### src/rtl/uart_cmd_tx_if.sv
// Host-side handshake bundle for uart_cmd_tx: request/operands in, status and serial line out.
// The master drives requests; the slave (the serializer) answers with BUSY/DONE/UART_TX.
interface uart_cmd_tx_if #(
  parameter int ADDR_BYTES = 4,
  parameter int SIZE_BYTES = 4
);
  logic                    START;
  logic                    RW;
  logic [8*ADDR_BYTES-1:0] ADDR;
  logic [8*SIZE_BYTES-1:0] SIZE;
  logic                    BUSY;
  logic                    DONE;
  logic                    UART_TX;

  modport master (output START, RW, ADDR, SIZE, input BUSY, DONE, UART_TX);
  modport slave  (input START, RW, ADDR, SIZE, output BUSY, DONE, UART_TX);
endinterface

### src/rtl/uart_cmd_tx.sv
// UART command serializer: one START emits 'a'+addr, 'l'+size, then 'w'/'r', with idle gaps.
// Define UART_CMD_TX_PARITY_EN to append an even-parity bit after data[7] of every frame.
module uart_cmd_tx #(
  parameter int CLKS_PER_BIT = 1,
  parameter int ADDR_BYTES   = 4,
  parameter int SIZE_BYTES   = 4,
  parameter int GAP_BITS     = 40,
  parameter int GUARD_BITS   = 2
) (
  input logic BUS_CLK,
  input logic BUS_RST,
  uart_cmd_tx_if.slave bus
);

`ifdef UART_CMD_TX_PARITY_EN
  localparam int PAR_BITS = 1;
`else
  localparam int PAR_BITS = 0;
`endif
  localparam int FRAME_BITS = 2*GUARD_BITS + 10 + PAR_BITS;
  localparam int MAX_BITS   = (GAP_BITS > FRAME_BITS) ? GAP_BITS : FRAME_BITS;
  localparam int BW         = $clog2(MAX_BITS + 1);
  localparam int DW         = $clog2(CLKS_PER_BIT + 1);
  localparam int DATA_LO    = GUARD_BITS + 1;
  localparam int DATA_HI    = GUARD_BITS + 8;

  if (CLKS_PER_BIT < 1) begin : g_bad_cpb
    $error("uart_cmd_tx: CLKS_PER_BIT must be >= 1");
  end
  if (ADDR_BYTES < 1 || ADDR_BYTES > 8) begin : g_bad_addr
    $error("uart_cmd_tx: ADDR_BYTES must be in 1..8");
  end
  if (SIZE_BYTES < 1 || SIZE_BYTES > 8) begin : g_bad_size
    $error("uart_cmd_tx: SIZE_BYTES must be in 1..8");
  end
  if (GAP_BITS < 1 || GUARD_BITS < 0) begin : g_bad_gap
    $error("uart_cmd_tx: GAP_BITS must be >= 1 and GUARD_BITS >= 0");
  end

  typedef enum logic [3:0] {
    IDLE, GAP0, CMD_A, ADDR_B, GAP1, CMD_L, SIZE_B, GAP2, CMD_OP, GAP3
  } state_t;

  state_t                  state, state_next;
  logic [DW-1:0]           div_cnt;
  logic [BW-1:0]           bit_cnt, bit_next;
  logic [2:0]              idx, idx_next;
  logic [8*ADDR_BYTES-1:0] addr_q;
  logic [8*SIZE_BYTES-1:0] size_q;
  logic                    rw_q;
  logic [7:0]              data_sr;
  logic [7:0]              load_byte;
  logic                    tick, byte_state, next_byte_state, last_bit;
  logic                    shift_en, load_en, tx_d, tx_q, done_q;
`ifdef UART_CMD_TX_PARITY_EN
  logic                    parity_q;
`endif

  assign tick            = (div_cnt == DW'(CLKS_PER_BIT - 1));
  assign byte_state      = state inside {CMD_A, ADDR_B, CMD_L, SIZE_B, CMD_OP};
  assign next_byte_state = state_next inside {CMD_A, ADDR_B, CMD_L, SIZE_B, CMD_OP};
  assign last_bit        = byte_state ? (bit_cnt == BW'(FRAME_BITS - 1))
                                      : (bit_cnt == BW'(GAP_BITS - 1));
  assign shift_en        = tick && byte_state &&
                           (bit_cnt >= BW'(DATA_LO)) && (bit_cnt <= BW'(DATA_HI));
  assign load_en         = tick && last_bit && next_byte_state;

  always_ff @(posedge BUS_CLK or posedge BUS_RST) begin
    if (BUS_RST) state <= IDLE;
    else         state <= state_next;
  end

  always_comb begin
    state_next = state;
    bit_next   = bit_cnt;
    idx_next   = idx;
    case (state)
      IDLE:   if (bus.START) state_next = GAP0;
      GAP0:   if (tick && last_bit) state_next = CMD_A;
      CMD_A:  if (tick && last_bit) state_next = ADDR_B;
      ADDR_B: if (tick && last_bit && idx == 3'(ADDR_BYTES - 1)) state_next = GAP1;
      GAP1:   if (tick && last_bit) state_next = CMD_L;
      CMD_L:  if (tick && last_bit) state_next = SIZE_B;
      SIZE_B: if (tick && last_bit && idx == 3'(SIZE_BYTES - 1)) state_next = GAP2;
      GAP2:   if (tick && last_bit) state_next = CMD_OP;
      CMD_OP: if (tick && last_bit) state_next = GAP3;
      GAP3:   if (tick && last_bit) state_next = IDLE;
      default: state_next = IDLE;
    endcase
    if (state == IDLE) begin
      bit_next = '0;
      idx_next = '0;
    end else if (tick) begin
      bit_next = last_bit ? '0 : bit_cnt + 1'b1;
      if (last_bit && (state == ADDR_B || state == SIZE_B))
        idx_next = (state_next == state) ? idx + 3'd1 : 3'd0;
    end
  end

  // Line level is computed for the upcoming bit so the registered UART_TX lines up with the FSM.
  always_comb begin
    tx_d = 1'b1;
    case (state_next)
      CMD_A:   load_byte = 8'h61;
      ADDR_B:  load_byte = addr_q[{idx_next, 3'b000} +: 8];
      CMD_L:   load_byte = 8'h6C;
      SIZE_B:  load_byte = size_q[{idx_next, 3'b000} +: 8];
      CMD_OP:  load_byte = rw_q ? 8'h72 : 8'h77;
      default: load_byte = 8'h00;
    endcase
    if (next_byte_state) begin
      if (bit_next == BW'(GUARD_BITS))
        tx_d = 1'b0;
      else if (bit_next >= BW'(DATA_LO) && bit_next <= BW'(DATA_HI))
        tx_d = shift_en ? data_sr[1] : data_sr[0];
`ifdef UART_CMD_TX_PARITY_EN
      else if (bit_next == BW'(DATA_HI + 1))
        tx_d = parity_q;
`endif
    end
  end

  always_ff @(posedge BUS_CLK or posedge BUS_RST) begin
    if (BUS_RST) begin
      div_cnt  <= '0;
      bit_cnt  <= '0;
      idx      <= '0;
      addr_q   <= '0;
      size_q   <= '0;
      rw_q     <= 1'b0;
      data_sr  <= '0;
      tx_q     <= 1'b1;
      done_q   <= 1'b0;
`ifdef UART_CMD_TX_PARITY_EN
      parity_q <= 1'b0;
`endif
    end else begin
      div_cnt <= (state == IDLE || tick) ? '0 : div_cnt + 1'b1;
      bit_cnt <= bit_next;
      idx     <= idx_next;
      tx_q    <= tx_d;
      done_q  <= (state == GAP3) && tick && last_bit;
      if (state == IDLE && bus.START) begin
        addr_q <= bus.ADDR;
        size_q <= bus.SIZE;
        rw_q   <= bus.RW;
      end
      if (load_en) begin
        data_sr  <= load_byte;
`ifdef UART_CMD_TX_PARITY_EN
        parity_q <= ^load_byte;
`endif
      end else if (shift_en) begin
        data_sr <= {1'b0, data_sr[7:1]};
      end
    end
  end

  assign bus.BUSY    = (state != IDLE);
  assign bus.DONE    = done_q;
  assign bus.UART_TX = tx_q;

endmodule

### src/flat_wrapper.sv
// flat-port wrapper written by rule: the top's interface ports become plain ports
module uart_cmd_tx_flat 
#(
  parameter int CLKS_PER_BIT = 1,
  parameter int ADDR_BYTES   = 4,
  parameter int SIZE_BYTES   = 4,
  parameter int GAP_BITS     = 40,
  parameter int GUARD_BITS   = 2
)
  (BUS_CLK, BUS_RST, bus_START, bus_RW, bus_ADDR, bus_SIZE, bus_BUSY, bus_DONE, bus_UART_TX);
  uart_cmd_tx_if #(.ADDR_BYTES(ADDR_BYTES), .SIZE_BYTES(SIZE_BYTES)) bus_i ();
  input logic BUS_CLK;
  input logic BUS_RST;
  input wire logic [$bits(bus_i.START)-1:0] bus_START;
  input wire logic [$bits(bus_i.RW)-1:0] bus_RW;
  input wire logic [$bits(bus_i.ADDR)-1:0] bus_ADDR;
  input wire logic [$bits(bus_i.SIZE)-1:0] bus_SIZE;
  output wire logic [$bits(bus_i.BUSY)-1:0] bus_BUSY;
  output wire logic [$bits(bus_i.DONE)-1:0] bus_DONE;
  output wire logic [$bits(bus_i.UART_TX)-1:0] bus_UART_TX;
  assign bus_i.START = bus_START;
  assign bus_i.RW = bus_RW;
  assign bus_i.ADDR = bus_ADDR;
  assign bus_i.SIZE = bus_SIZE;
  assign bus_BUSY = bus_i.BUSY;
  assign bus_DONE = bus_i.DONE;
  assign bus_UART_TX = bus_i.UART_TX;
  uart_cmd_tx #(.CLKS_PER_BIT(CLKS_PER_BIT), .ADDR_BYTES(ADDR_BYTES), .SIZE_BYTES(SIZE_BYTES), .GAP_BITS(GAP_BITS), .GUARD_BITS(GUARD_BITS)) u_core (.BUS_CLK(BUS_CLK), .BUS_RST(BUS_RST), .bus(bus_i));
endmodule
### config.mk
export PLATFORM = sky130hd
export DESIGN_NAME = uart_cmd_tx_flat
export DESIGN_NICKNAME = d
export VERILOG_FILES = /design/src/rtl/uart_cmd_tx_if.sv /design/src/rtl/uart_cmd_tx.sv /design/src/flat_wrapper.sv
export SDC_FILE = /design/constraint.sdc
export NUM_CORES = 1
export LEC_CHECK = 0
export ABC_AREA = 1
export BUFFER_PORTS_ARGS = -buffer_cell sky130_fd_sc_hd__buf_4
export CORE_MARGIN = 2
export CORE_UTILIZATION = 50
export CTS_CLUSTER_SIZE = 10
export DETAILED_ROUTE_END_ITERATION = 10
export GPL_ROUTABILITY_DRIVEN = 0
export MAX_ROUTING_LAYER = met4
export PLACE_DENSITY_LB_ADDON = 0.08
export SLEW_MARGIN = 20
export SYNTH_ARGS = -nofsm -noshare
export SYNTH_HDL_FRONTEND = slang
export SYNTH_SLANG_ARGS = --single-unit
### constraint.sdc
create_clock -name BUS_CLK -period 2.31 [get_ports BUS_CLK]
set_input_delay 0.231 -clock BUS_CLK [delete_from_list [all_inputs] [get_ports BUS_CLK]]
set_output_delay 0.231 -clock BUS_CLK [all_outputs]
set_load 0.02 [all_outputs]
# After elaboration in Yosys (flattened, before gate mapping)
# Cells that the tools add are included.
[totals] latch_bits=0 ram_bits=0 word_cells=85 output_inout_bits=3 n_memories=0 inputBits=68 reg_bits=89 romBits=0
[op_classes] reduce_logical=18 mul=0 mux=28 n_eq_ne=19 div=0 add_sub_neg=3 n_bitwise=1 shifts=2 n_lt_le_gt_ge=4
[op_table] op="$shiftx 32x7->8" count=2
[op_table] op="$mux 4" count=10
[op_table] op="$pmux 4 s10" count=1
[op_table] op="$pmux 8 s5" count=1
[op_table] op="$eq 4x3->1 const B" count=6
[op_table] op="$mux 6" count=3
[op_table] op="$eq 4x2->1 const B" count=4
[op_table] op="$mux 8" count=2
[op_table] op="$mux 3" count=5
[op_table] op="$eq 4x4->1 const B" count=3
[op_table] op="$ge 6x2->1 const B" count=2
[op_table] op="$le 6x4->1 const B" count=2
[op_table] op="$logic_and 1x1->1" count=11
[op_table] op="$reduce_bool 5->1" count=2
[op_table] op="$add 6x1->6 const B" count=1
[op_table] op="$eq 6x2->1 const B" count=1
[op_table] op="$eq 6x4->1 const B" count=1
[op_table] op="$eq 6x6->1 const B" count=1
[op_table] op="$mux 1" count=6
[op_table] op="$eq 4x1->1 const B" count=1
[op_table] op="$eq 4x4->1" count=1
[op_table] op="$logic_not 4->1" count=1
[op_table] op="$reduce_bool 4->1" count=1
[op_table] op="$add 3x1->3 const B" count=1
[op_table] op="5 further kinds" count=6

# Depth between registers and ports, before layout
[depth] depth_word=15 mapped_depth=24 mapped_depth_nobuf=24

# Worst setup path after synthesis
# Ideal clock, no wire load.
[synth_path] kind="reg2reg" startpoint="reg u_core.state[1]" endpoint="reg u_core.data_sr[7]" path_stages_with_launch=22 required_time_ns=2.193 arrival_time_ns=2.317 setup_time_ns=0.117 n_path_buf=1 slack_ns=-0.125 period_less_slack_ns=2.435 cell_sequence="dfrtp_1 > inv_1 > nand2_1 > nand3_1 > nand4_1 > a21oi_2 > nand3_2 > nand2_1 > nand2_1 > nand2_2 > nand2_2 > nand2_1 > nand2_1 > nor2_2 > nand3_2 > nand2_4 > nand2_4 > buf_6 > nand3_1 > o211ai_2 > nand3_1 > nand2_1"
[synth_between] elab_chain_cells=15 elab_cells_between_ends=47 classes_between="15 x eq/ne; 2 x shift; 18 x mux; 12 x reduce/logical"
[synth_lines] element="start, declared" line_no="uart_cmd_tx.sv:44" rtl="state_t state, state_next;"
[synth_lines] element="start signal, assigned" line_no="uart_cmd_tx.sv:70" rtl="else state <= state_next;"
[synth_lines] element="$eq 4x2->1 (tied with other cells)" line_no="uart_cmd_tx.sv:60, uart_cmd_tx.sv:77"
[synth_lines] element="$reduce_bool 5->1" line_no="uart_cmd_tx.sv:60" rtl="assign byte_state = state inside {CMD_A, ADDR_B, CMD_L, SIZE_B, CMD_OP};"
[synth_lines] element="$mux 1" line_no="uart_cmd_tx.sv:62" rtl="assign last_bit = byte_state ? (bit_cnt == BW'(FRAME_BITS - 1))"
[synth_lines] element="$logic_and 1x1->1"
[synth_lines] element="$logic_and 1x1->1" line_no="uart_cmd_tx.sv:81, uart_cmd_tx.sv:84"
[synth_lines] element="$mux 4, on equally long branches" line_no="uart_cmd_tx.sv:84, uart_cmd_tx.sv:81"
[synth_lines] element="$pmux 4 s10 (*)" line_no="uart_cmd_tx.sv:77" rtl="case (state)"
[synth_lines] element="net u_core.state_next[1]" line_no="uart_cmd_tx.sv:44"
[synth_lines] element="$eq 4x4->1" line_no="uart_cmd_tx.sv:96" rtl="idx_next = (state_next == state) ? idx + 3'd1 : 3'd0;"
[synth_lines] element="$mux 3" line_no="uart_cmd_tx.sv:96"
[synth_lines] element="$mux 3" line_no="uart_cmd_tx.sv:95" rtl="if (last_bit && (state == ADDR_B || state == SIZE_B))"
[synth_lines] element="$mux 3" line_no="uart_cmd_tx.sv:93" rtl="end else if (tick) begin"
[synth_lines] element="$mux 3" line_no="uart_cmd_tx.sv:90" rtl="if (state == IDLE) begin"
[synth_lines] element="$shiftx 32x7->8, on equally long branches" line_no="uart_cmd_tx.sv:107, uart_cmd_tx.sv:105"
[synth_lines] element="$pmux 8 s5" line_no="uart_cmd_tx.sv:103" rtl="case (state_next)"
[synth_lines] element="$mux 8" line_no="uart_cmd_tx.sv:148" rtl="if (load_en) begin"
[synth_lines] element="end signal, assigned" line_no="uart_cmd_tx.sv:149" rtl="data_sr <= load_byte;"
[synth_lines] element="end signal, assigned" line_no="uart_cmd_tx.sv:154" rtl="data_sr <= {1'b0, data_sr[7:1]};"
[synth_lines] element="end, declared" line_no="uart_cmd_tx.sv:51" rtl="logic [7:0] data_sr;"
# The timed path passes the listed nets; every way through them passes the cells marked *.
# A chain may end at the register's enable or synchronous reset.

# Worst setup path in the final report
[layout_path] startpoint="reg u_core.state[1]" endpoint="reg u_core.data_sr[7]"
[layout_between] elab_chain_cells=15 elab_cells_between_ends=47 classes_between="15 x eq/ne; 2 x shift; 18 x mux; 12 x reduce/logical"
[layout_lines] element="$eq 4x2->1 (tied with other cells)" line_no="uart_cmd_tx.sv:60, uart_cmd_tx.sv:77"
[layout_lines] element="$reduce_bool 5->1" line_no="uart_cmd_tx.sv:60"
[layout_lines] element="$mux 1" line_no="uart_cmd_tx.sv:62"
[layout_lines] element="$logic_and 1x1->1"
[layout_lines] element="$logic_and 1x1->1" line_no="uart_cmd_tx.sv:81, uart_cmd_tx.sv:84"
[layout_lines] element="$mux 4, on equally long branches" line_no="uart_cmd_tx.sv:84, uart_cmd_tx.sv:81"
[layout_lines] element="$pmux 4 s10 (*)" line_no="uart_cmd_tx.sv:77"
[layout_lines] element="net u_core.state_next[1]" line_no="uart_cmd_tx.sv:44"
[layout_lines] element="$eq 4x4->1 (*)" line_no="uart_cmd_tx.sv:96"
[layout_lines] element="$mux 3 (*)" line_no="uart_cmd_tx.sv:96"
[layout_lines] element="$mux 3 (*)" line_no="uart_cmd_tx.sv:95"
[layout_lines] element="$mux 3 (*)" line_no="uart_cmd_tx.sv:93"
[layout_lines] element="$mux 3 (*)" line_no="uart_cmd_tx.sv:90"
[layout_lines] element="net u_core.idx_next[1]" line_no="uart_cmd_tx.sv:47" rtl="logic [2:0] idx, idx_next;"
[layout_lines] element="$shiftx 32x7->8, on equally long branches" line_no="uart_cmd_tx.sv:107, uart_cmd_tx.sv:105"
[layout_lines] element="$pmux 8 s5 (*)" line_no="uart_cmd_tx.sv:103"
[layout_lines] element="$mux 8 (*)" line_no="uart_cmd_tx.sv:148"
# Marked as above.

==> impl_metrics.yaml <==
run_status:
  outcome: "complete, but fails checks"
  violations: "negative hold slack, negative setup slack"
sta:
  rsz0062_at_grt: "true"
  report.final.slew_viol_count: 0
  holdWs_ns: -0.00723
  period_minus_slack_ns: 2.77
  timing.final.ws_setup_ns: -0.463
  fmax_mhz: 361
  setup_viol: 12
  hold_viol: 7
  finalCritPeriodShare: 1.20
  clock_skew_ns: 0.00907
pwr:
  powerDensity_mw_per_mm2: 1120
  power_w: 0.00731
  p_leak_nw: 3.29
  max-vdd-ir-drop_mv: 0.501
clock_tree:
  ctsHoldBuffers: 0
  root_buffer: "clkbuf_8"
  clk_path_buf_depth: 2
  htree_levels: 3
  cts_tree: "done"
  clkLatencyLatePin_ns: 0.35
  clk_pin_slew_worst_paths_ns: 0.09
  cts_buffers: 9
  clock_sinks: 89
setup_path:
  critPathLaunchType: "register"
  cp_max_fo: 6
  reg2reg_setup_slack_ns: -0.46
  critPathCaptureType: "register"
  required_ns: 2.56
  path_class: "reg -> reg"
  worstPathArrival_ns: 3.03
grt:
  grt_overflow: 0
  grt_max_degree: 90
  antenna_found_initial: 0
  grt_pass1_vias: 4290
  grt_use_total: 0.244
  grt_first_pass_wirelength_mm: 19.6
route:
  via_count: 4363
  viasPerCell: 5.09
  drcViolationCount: 0
  firstDrtPassIters: 4
  drt_wl_total_mm: 12.1
  drtIter0Drc: 187
  wl_per_cell_um: 14.1
  antenna_left: 0
place:
  dp.cells: 824
  dp_hpwl_mm: 8.54
  portBuffers: 70
  dpl_cell_area_mm2: 0.00590
cells_and_area:
  fin_area_mm2: 0.00650
  drive_gt1_frac: 0.363
  syn_to_final_growth_pct: 34.0
  n_antenna_cell: 0
  final-instance-count-excl-fill: 857
  utilization: 0.697
  nNetsFinal: 795
floorplanning:
  coreArea_mm2: 0.00933
  die_x_um: 102
  initial_utilization: 0.520
  rows: 35
  die-area_mm2: 0.0105
  die_h_um: 102
  io_pins: 71
synth:
  synth.distinct_cells: 43
  synth_fp_nets: 664
  syn_avg_cell_area_um2: 8.19
  yosysWarnings: 0
  synthCells: 592
  yosys.cell_count.top_type: "nand2_1"
  ys_ff_latch: 89
  yosysTopAreaCell: "dfrtp_1"
  syn-cell-area_mm2: 0.00485
  ys_seq_area_frac: 0.459
  synth_edf_count: 0
  synth_top_area_share: 0.454
  synth.top_cells.by_area: "dfrtp_1 45%, nand2_1 7.7%, mux2_2 7.4%, nor2_1 5.9%, inv_1 5.7%"
  synthArstFlopShare: 1.00
  synthFlopType: "dfrtp_1"
  yosys-top-cells-count: "100 x nand2_1, 88 x dfrtp_1, 76 x nor2_1"
hold_path:
  min-delay-path-class: "in -> async"
run:
  maxCapViolCount: 0
## placed cells by master (no fill, tap or decap), types with 9 or more instances in the layout
master and n:
clkbuf_8 9, buf_6 13, dfrtp_1 85, nand3_1 41
a21oi_1 40, o21ai_0 22, nand2_2 9, nand3_2 12
nand2_1 95, nor2_1 70, o21ai_1 13, inv_1 66
inv_2 9, buf_4 121, mux2_2 32
## stage by stage
stage	setup slack [ns]	setup TNS, ns	hold slack (ns)
6_report	-0.463	-4.09	-0.00723
3_5_place_dp	-0.487	-3.48	0.416
2_1_floorplan	-0.0950	-0.658	0.382
4_1_cts	-0.371	-3.33	0.0318
5_1_grt	-0.698	-6.55	0.0260
3_3_place_gp	-0.428	-2.98	0.405
## layout make-up
class                           count  area (um2)
Timing Repair Buffer              140        1180
Sequential cell                    89        2230
Clock inverter                      5        40.0
Tap cell                          129         161
Multi-Input combinational cell    402        2430
Fill cell                         777        2830
Clock buffer                       11         131
Inverter                           81         322
## registers in the layout, summed over array words and instances (netlist names)
signal and count:
u_core.div_cnt 1, u_core.idx 3, u_core.bus.DONE 1, u_core.bit_cnt 6
u_core.state 4, u_core.addr_q 32, u_core.size_q 32, u_core.bus.UART_TX 1
u_core.data_sr 8, u_core.rw_q 1
## path summary, 6_finish.rpt
path	start	endpoint	cells past startpoint
worst max-delay path	u_core.state[1]	u_core.data_sr[7]	19
worst min-delay path	BUS_RST	u_core.bus.DONE	3
worst max register to register	u_core.state[1]	u_core.data_sr[7]	19
worst min register to register	u_core.data_sr[1]	u_core.data_sr[1]	2
max in group asynchronous	BUS_RST	u_core.bus.UART_TX	3
min in group BUS_CLK	bus_SIZE[1]	u_core.size_q[1]	2
## logic make-up after synthesis
kind of cell               count (synthesis)  synth area share
and+or+nand+nor                          271             0.261
buffers and inverters                    101            0.0831
AOI/OAI and AO/OA                         94             0.111
DFF                                       89             0.459
muxes                                     32            0.0743
adders and majority gates                  4            0.0103
other                                      1          0.000773
## critical path, stage by stage (launching register included)
cell      delay [ns]
dfrtp_2         0.47
inv_2           0.08
nand2_2         0.06
nand3_2         0.08
nand4_1         0.20
a21oi_4         0.27
nand3_4         0.14
nand2_1         0.08
nand2_1         0.06
nand2_2         0.11
nand2_2         0.08
nand2_2         0.08
nand2_2         0.06
nor2_4          0.12
nand3_2         0.12
a21oi_4         0.28
buf_6           0.16
o211ai_2        0.09
nand3_1         0.09
nand2_1         0.05
## power by group
group	switching (W)	total, W	internal [W]
Sequential	0.000347	0.00259	0.00225
Clock	0.000577	0.000975	0.000398
Combinational	0.00201	0.00374	0.00173
## what timing repair did
action | in CTS | in global routing
pin swaps | 15 | 14
resized for setup | 36 | 32
endpoints found under the setup margin | 10 | 37
setup buffers | 10 | 10
cloned | 0 | 2
## per-layer routing
layer	track usage	share of wire
met1	0.292	0.42
met2	0.422	0.52
met3	0.0278	0.029
met4	0.0974	0.024
met5	-	0
(Power assumes the default switching activity.)
